--- src/rtl/ps2_block_entry_buffer.sv ---
// Multi-channel PS/2 scan-code entry buffer: per-channel byte blocks with backspace/clear,
// plus a single-slot commit register handed to the AES side over valid/ready.
module ps2_block_entry_buffer #(
  parameter int unsigned NUM_CH     = 2,
  parameter int unsigned DEPTH      = 16,
  parameter int unsigned DW         = 8,
  parameter logic [DW-1:0] BKSP_CODE  = 8'h66,
  parameter logic [DW-1:0] ENTER_CODE = 8'h5A,
  parameter logic [DW-1:0] PAD_CODE   = 8'h29,
  localparam int unsigned CHW = (NUM_CH > 1) ? $clog2(NUM_CH) : 1,
  localparam int unsigned CW  = $clog2(DEPTH + 1)
) (
  input  logic                clock,
  input  logic                resetn,
  input  logic                code_valid,
  input  logic [DW-1:0]       code_in,
  input  logic [CHW-1:0]      wr_ch,
  input  logic                clr,
  input  logic [CHW-1:0]      rd_ch,
  output logic [DEPTH*DW-1:0] rd_block,
  output logic [CW-1:0]       rd_count,
  output logic                full,
  output logic                ovf,
  output logic                blk_valid,
  input  logic                blk_ready,
  output logic [CHW-1:0]      blk_ch,
  output logic [DEPTH*DW-1:0] blk_data
);

  typedef enum logic {StIdle, StPend} state_e;

  logic [DW-1:0]       slots_q [NUM_CH][DEPTH];
  logic [DW-1:0]       slots_d [NUM_CH][DEPTH];
  logic [CW-1:0]       count_q [NUM_CH];
  logic [CW-1:0]       count_d [NUM_CH];
  logic                ovf_q, ovf_d;
  state_e              state_q, state_d;
  logic [CHW-1:0]      blk_ch_q, blk_ch_d;
  logic [DEPTH*DW-1:0] blk_data_q, blk_data_d;

  logic                wr_ok, rd_ok, enter_ok;
  logic [CW-1:0]       wr_cnt;
  logic [DEPTH*DW-1:0] wr_block;

  assign wr_ok = 32'(wr_ch) < NUM_CH;
  assign rd_ok = 32'(rd_ch) < NUM_CH;

  // Write-side and read-side channel muxes; out-of-range channels read as empty.
  always_comb begin
    wr_cnt   = '0;
    wr_block = {DEPTH{PAD_CODE}};
    rd_count = '0;
    rd_block = {DEPTH{PAD_CODE}};
    for (int unsigned c = 0; c < NUM_CH; c++) begin
      if (wr_ok && CHW'(c) == wr_ch) begin
        wr_cnt = count_q[c];
        for (int unsigned i = 0; i < DEPTH; i++) wr_block[i*DW +: DW] = slots_q[c][i];
      end
      if (rd_ok && CHW'(c) == rd_ch) begin
        rd_count = count_q[c];
        for (int unsigned i = 0; i < DEPTH; i++) rd_block[i*DW +: DW] = slots_q[c][i];
      end
    end
  end

  assign full = wr_ok && (wr_cnt == CW'(DEPTH));

  always_comb begin
    slots_d = slots_q;
    count_d = count_q;
    ovf_d   = 1'b0;
    for (int unsigned c = 0; c < NUM_CH; c++) begin
      if (wr_ok && CHW'(c) == wr_ch) begin
        if (clr) begin
          for (int unsigned i = 0; i < DEPTH; i++) slots_d[c][i] = PAD_CODE;
          count_d[c] = '0;
        end else if (code_valid) begin
          if (code_in == BKSP_CODE) begin
            if (count_q[c] != '0) begin
              count_d[c] = count_q[c] - CW'(1);
              for (int unsigned i = 0; i < DEPTH; i++) begin
                if (CW'(i + 1) == count_q[c]) slots_d[c][i] = PAD_CODE;
              end
            end
          end else if (code_in != ENTER_CODE) begin
            if (count_q[c] == CW'(DEPTH)) begin
              ovf_d = 1'b1;
            end else begin
              count_d[c] = count_q[c] + CW'(1);
              for (int unsigned i = 0; i < DEPTH; i++) begin
                if (CW'(i) == count_q[c]) slots_d[c][i] = code_in;
              end
            end
          end
        end
      end
    end
  end

  // clr takes priority, so an ENTER arriving with clr never commits.
  assign enter_ok = wr_ok && !clr && code_valid && (code_in == ENTER_CODE) && (wr_cnt != '0);

  always_comb begin
    state_d    = state_q;
    blk_ch_d   = blk_ch_q;
    blk_data_d = blk_data_q;
    unique case (state_q)
      StIdle: begin
        if (enter_ok) begin
          state_d    = StPend;
          blk_ch_d   = wr_ch;
          blk_data_d = wr_block;
        end
      end
      StPend: begin
        if (blk_ready) state_d = StIdle;
      end
      default: state_d = StIdle;
    endcase
  end

  always_ff @(posedge clock or negedge resetn) begin
    if (!resetn) begin
      for (int unsigned c = 0; c < NUM_CH; c++) begin
        count_q[c] <= '0;
        for (int unsigned i = 0; i < DEPTH; i++) slots_q[c][i] <= PAD_CODE;
      end
      ovf_q      <= 1'b0;
      state_q    <= StIdle;
      blk_ch_q   <= '0;
      blk_data_q <= {DEPTH{PAD_CODE}};
    end else begin
      slots_q    <= slots_d;
      count_q    <= count_d;
      ovf_q      <= ovf_d;
      state_q    <= state_d;
      blk_ch_q   <= blk_ch_d;
      blk_data_q <= blk_data_d;
    end
  end

  assign ovf       = ovf_q;
  assign blk_valid = (state_q == StPend);
  assign blk_ch    = blk_ch_q;
  assign blk_data  = blk_data_q;

endmodule

--- config.mk ---
export PLATFORM = sky130hd
export DESIGN_NAME = ps2_block_entry_buffer
export DESIGN_NICKNAME = d
export VERILOG_FILES = /design/src/rtl/ps2_block_entry_buffer.sv
export SDC_FILE = /design/constraint.sdc
export NUM_CORES = 1
export LEC_CHECK = 0
export CAP_MARGIN = 20
export CORE_MARGIN = 10
export CORE_UTILIZATION = 40
export CTS_CLUSTER_SIZE = 12
export DETAILED_ROUTE_END_ITERATION = 8
export GPL_ROUTABILITY_DRIVEN = 0
export GPL_TIMING_DRIVEN = 0
export SETUP_SLACK_MARGIN = 0.05
export SYNTH_ARGS = -nofsm -noshare
export SYNTH_HDL_FRONTEND = slang
export SYNTH_SLANG_ARGS = --single-unit
--- constraint.sdc ---
create_clock -name clock -period 2.88 [get_ports clock]
set_input_delay 0.72 -clock clock [delete_from_list [all_inputs] [get_ports clock]]
set_output_delay 0.72 -clock clock [all_outputs]
set_load 0.05 [all_outputs]
==> flow_summary.ini <==
[global_route]
overflow = 0
grt_use_total_pct = 22.38
antenna_found_initial = 2
grt_pass1_wl_um = 96340
grt_max_degree = 123
grt_pass1_vias = 14690

[final_layout]
drive_gt1_share_pct = 39.72
synthToLayoutAreaGrowth_pct = 28.97
nets = 1921
diodes = 0
fin_util_pct = 52.06

[logic_synthesis]
synth_top_cell_by_area = dfrtp_1
synth_top_area_share_pct = 32.91
ys_ff_latch = 397
yosys_warnings = 0
synth_enable_flop_cells = 0
ys_top_cells_by_count = mux2_2, dfrtp_1, a21oi_1
synth_flop_cell = dfrtp_1
synth_nets = 1566
yosysUniqueCellTypes = 62
ys_async_sr_fraction_pct = 100.0
synth_area_per_cell_sq_um = 12.50
synth_area_leaders = dfrtp_1, mux2_2, dfstp_2
synth_most_common_cell = mux2_2
synth-seq-area-share_pct = 52.59
syn_inst = 1539
syn_area_sq_um = 19230

[status]
status = finished clean

[worst_setup_path]
r2r-start = count_q[0]$_DFFE_PN0P_
cp-endpoint = slots_q[102]$_DFFE_PN0P_
crit_type = input port to register
rr_endpoint = slots_q[108]$_DFFE_PN0P_
crit_path_end_kind = register
crit_start = code_in[2]
rrSetupSlack_ns = 0.27
r2r.worst_path.cells = 7
critPathRequiredTime_ns = 3.33
cp_max_fo = 10
cp_data_arrival_time_ns = 3.29
startpoint_type = input port

[sta]
period_minus_slack_ns = 2.840
max_slew_margin_pct = 20.18
period_share_pct = 98.63
max_freq_mhz = 352.1
fin_worst_skew_ns = 0.01852
setup_viol = 0
hold_viol_final = 0
slew_violations = 0
worstMarginPinSlew_ns = 1.197
fin_tns_setup_ns = 0
layout_setup_ws_ns = 0.03957
rsz0062_at_grt = yes

[power]
power.density_nw_per_um2 = 708.5
p_sw_share_pct = 33.29
internal-power_mw = 11.72
p_leak_nw = 10.87
power.switching_mw = 5.851
ir_drop_v = 0.0004733
p_seq_share_pct = 39.8
clkPwrFrac_pct = 34.0
comb_power_share_pct = 26.2
total_power_mw = 17.57

[detailed_routing]
num_vias = 13930
ant_nets = 0
drc_errors = 0
drt_first_pass_iters = 5
drt_iter0_markers = 867
drt_wl_total_um = 64850
vias_per_cell = 5.473
wl_per_cell_um = 25.47

[die]
die_h_um = 239.3
die_w_um = 239.3
io_pins = 280
die_area_sq_um = 57260
fp-row-count = 80
initial_utilization_pct = 40.37
fp.coreArea_sq_um = 47650

[clocking]
clock_latency_ns = 0.58
cts_tree = yes
cts.htree.levels = 2
ctsHoldBuffers = 0
cts-root-buf = clkbuf_16
clk_pin_slew_ns = 0.06
cts_sinks = 397
numCtsBuffers = 45
clock_path_buffers = 3

[placed_design]
io_buffers = 277
dp_hpwl_um = 45490
preCtsSetupSlack_ns = -1.880

[min_path]
hold_path_class = input port to asynchronous set/reset pin

[job]
maxCapViolCount = 0
[metrics by stage]
| stage | area [sq um] | hold slack (ns) | instances |
|---|---|---|---|
| 5_1_grt | 24810 | 0.1506 | 2546 |
| 4_1_cts | 24870 | 0.1211 | 2540 |
| 6_report | 24810 | 0.08777 | 2546 |
| 3_3_place_gp | 22780 | 0.4883 | 2431 |
| 2_1_floorplan | 19230 | 0.4244 | 1539 |
| 3_5_place_dp | 22950 | 0.4912 | 2440 |
[state kept, by name, summed over array words and instances (netlist names)]
| signal | cells |
|---|---|
| ovf | 1 |
| count_q | 10 |
| blk_ch | 1 |
| blk_data | 128 |
| blk_valid | 1 |
| slots_q | 256 |
[critical path, cell delays in order]
cell             delay, ns
clkdlybuf4s50_1       0.70
and4bb_2              0.33
a21oi_1               0.14
and2_1                0.21
clkdlybuf4s15_1       0.66
mux2_2                0.52
[cell usage in the layout (no fill, tap or decap), drive strengths merged, types with 16 or more instances in the layout]
cell,netlist,routed
clkbuf,83,153
a21oi,149,149
dfstp,144,144
dfrtp,253,253
clkdlybuf4s50,0,139
nand4,19,19
buf,34,110
mux2,368,368
a211oi,16,16
nand2,33,33
dlygate4sd2,0,88
mux2i,129,129
nor2,140,140
[layer usage]
metal  share of wire, %  wire length, um  vias to the layer above  track usage [%]
met5                  0                0                        -                0
met4                1.8             1188                        0            5.518
met3                6.7             4316                       71            5.643
met2                 48            30960                      400            36.78
met1                 44            28380                     7204            29.00
li1                   -                -                     6258                -
[power groups by stage]
stage	logic, mW	registers (mW)	clock network (mW)
after floorplan	2.96	7.17	0
after global placement	4.75	7.02	0
after detailed placement	4.81	7.07	0
after CTS	4.69	6.98	6.10
after global routing	4.86	7.08	6.32
final	4.61	6.99	5.98
[cells by family (layout without fill, tap and decap cells)]
family	count (synthesis)	count (layout)	synth area share [%]
simple gates	258	258	6.668
flops	397	397	52.59
compound gates	246	246	8.840
buf+inv	127	519	2.778
fa+ha+maj	12	12	0.7806
xor+xnor	2	2	0.09109
mux	497	497	28.26
[how the worst min path moves through the flow]
stage	startpoint	end	slack [ns]	cells past startpoint
finish	resetn	blk_data[10]$_DFFE_PN0P_	0.09	1
global route	resetn	blk_data[10]$_DFFE_PN0P_	0.15	1
CTS	resetn	blk_data[10]$_DFFE_PN0P_	0.12	1
detailed placement	blk_data[16]$_DFFE_PN1P_	blk_data[16]$_DFFE_PN1P_	0.49	2
global placement	blk_data[48]$_DFFE_PN1P_	blk_data[48]$_DFFE_PN1P_	0.49	2
floorplan	resetn	blk_ch$_DFFE_PN0P_	0.42	0
[repair_timing]
| action | 4_1_cts | 5_1_grt |
|---|---|---|
| setup buffers | 16 | 5 |
| resized for setup | 305 | 110 |
| endpoints found under the setup margin | 440 | 405 |
| pin swaps | 17 | 4 |
[cell type report]
cell class,instances,area (sq um)
fillers,4199,22840
flip-flops and latches,397,10110
multi-input cells,1015,8708
repair buffers,308,2993
clock buffers,72,1370
well taps,615,769.5
plain buffers,117,643.1
clock inverters,12,170.2
inverters,10,37.54
Note: power is estimated with default switching activity, not from simulation.
==> patch, RTL diff (same flow settings) <==
Register the output `rd_count`, cleared by the reset; this adds one clock of latency there. The other outputs are not delayed to match.
--- a/src/rtl/ps2_block_entry_buffer.sv
+++ b/src/rtl/ps2_block_entry_buffer.sv
@@ -29,6 +29,8 @@
 
   typedef enum logic {StIdle, StPend} state_e;
 
+  logic [CW-1:0] rd_count_d;
+
   logic [DW-1:0]       slots_q [NUM_CH][DEPTH];
   logic [DW-1:0]       slots_d [NUM_CH][DEPTH];
   logic [CW-1:0]       count_q [NUM_CH];
@@ -49,7 +51,7 @@
   always_comb begin
     wr_cnt   = '0;
     wr_block = {DEPTH{PAD_CODE}};
-    rd_count = '0;
+    rd_count_d = '0;
     rd_block = {DEPTH{PAD_CODE}};
     for (int unsigned c = 0; c < NUM_CH; c++) begin
       if (wr_ok && CHW'(c) == wr_ch) begin
@@ -57,7 +59,7 @@
         for (int unsigned i = 0; i < DEPTH; i++) wr_block[i*DW +: DW] = slots_q[c][i];
       end
       if (rd_ok && CHW'(c) == rd_ch) begin
-        rd_count = count_q[c];
+        rd_count_d = count_q[c];
         for (int unsigned i = 0; i < DEPTH; i++) rd_block[i*DW +: DW] = slots_q[c][i];
       end
     end
@@ -144,5 +146,13 @@
   assign blk_ch    = blk_ch_q;
   assign blk_data  = blk_data_q;
 
+  always_ff @(posedge clock or negedge resetn) begin
+    if (!resetn) begin
+      rd_count <= '0;
+    end else begin
+      rd_count <= rd_count_d;
+    end
+  end
+
 endmodule
 
Function: not settled (the Yosys comparison gave no result); the edit may change what the design does.
==> patch against the unedited design <==
- setup slack improved by 0.0028 ns
- area after synthesis is 1.0% higher
- power grew 3.9%
- via count increased by 1.1%
- routed wire length is 2.0% lower
- sequential cell count grew 5
- design area increased by 0.14%
- critical path type is now in -> out
- critical endpoint is now rd_block[127]
- highest routed layer unchanged
==> patch: results (changes against the unedited design) <==
- Among all stages on the critical path, the largest delay is contributed by dlygate4sd2_1.
- The post-synthesis sequential area ratio came to 52.68% (+0.099 points).
- The number of nets in the finished design came to 1940 (+0.99%).
- Total clock buffers created by CTS: 46 (+2.2%)
* Via count of the first global-routing pass: 14630 (-0.42%)
* Reg-to-reg setup timing slack: 0.18 ns (-0.09 ns)
- Number of antenna violations at the first check in global routing: 1 (-1)
- The net count after synthesis came to 1590 (+1.5%).
- Setup fix buffers added after clock tree synthesis: 13 (-3)
- Post-detailed-routing wire length: 63560 µm (-2.0%)
- The biggest cell delay along the critical path is 0.43 ns (-0.27 ns).
- The run finished with clean final reports.
* Share of final-layout standard cells stronger than drive strength 1: 41.90% (+2.2 points)
- By area the synthesized netlist is led by dfrtp_1 33%, mux2_2 21%, dfstp_2 19%.
* Combined global-route utilization of all metal layers: 21.59% (-0.79 points)
- Fill cell total of the finished layout: 4243 (+1.0%)
* Number of buffer cells added on primary ports: 276 (-0.36%)
* Hpwl dp: 45100 µm (-0.86%)
- Static Leakage: 10.87 nW (about the same)
- Worst-margin pin slew: 1.103 ns (-0.09406 ns)
- Crit path arrival time: 2.12 ns (-1.17 ns)
* Most instantiated cells after synthesis: 363 x mux2_2, 258 x dfrtp_1, 146 x a21oi_1
* Clock Skew: 0.02414 ns (+0.005619 ns)
- Clk Latency, worst-skew pair: 0.58 ns (about the same)
* End point of the critical path: rd_block[127]
* Distinct cell type count after synthesis: 67 (+8.1%)
* Largest net degree at the start of global routing: 115 (-6.5%)
- Critical path startpoint: rd_ch
- Worst Hold Slack: 0.1377 ns (+0.04991 ns)
- In this run the critical register-to-register path is launched from count_q[0]$_DFFE_PN0P_.
* Maximum VDD drop: 0.5854 mV (+24%)
[patch: final cells by class]
cell class | count | area [µm²] | area share (%)
buffer | 116 | 678.2 | 2.730
clock buffer | 81 | 1506 | 6.064
clock inverter | 4 | 47.55 | 0.1914
inverter | 18 | 67.56 | 0.2720
multi-input combinational | 1026 | 8758 | 35.26
sequential | 402 | 10240 | 41.23
tap | 615 | 769.5 | 3.098
timing repair buffer | 303 | 2771 | 11.16
[patch: report_power, final]
group	internal, W	total (W)	leakage, nW	switching, W
Clock	0.00361	0.00595	0.760	0.00234
Sequential	0.00665	0.00725	4.94	0.000594
Combinational	0.00177	0.00506	5.17	0.00329
Total	0.0120	0.0183	10.9	0.00623
[patch: metrics by stage]
stage	std cells	worst slack, ns	util (%)	cell area [µm²]	TNS [ns]
2_1_floorplan	1563	-0.1797	-	19440	-0.5392
3_3_place_gp	2454	-16.50	48.01	22970	-6333.29
3_5_place_dp	2462	-1.559	48.36	23140	-458.30
4_1_cts	2559	-0.09518	52.26	25000	-4.675
5_1_grt	2565	-0.006120	51.92	24840	-0.006120
6_report	2565	0.04234	51.92	24840	0
[patch: per-layer routing]
metal  track usage (%)  share of wire [%]  vias up
met4             5.291                1.8        0
met2             35.24                 48      417
met3             4.225                5.6       71
met5                 0                  0        -
met1             28.90                 45     7266
li1                  -                  -     6333
[patch: cell families (layout without fill, tap and decap cells)]
group | after synthesis | count (layout) | share of synthesized area [%]
multiplexers | 499 | 499 | 28.06
buffers and inverters | 135 | 522 | 3.006
AND/OR/NAND/NOR | 262 | 262 | 6.792
AO/OA/AOI/OAI | 251 | 251 | 8.594
flip-flops | 402 | 402 | 52.68
adder cells (fa/ha/maj) | 12 | 12 | 0.7725
XOR/XNOR | 2 | 2 | 0.09014
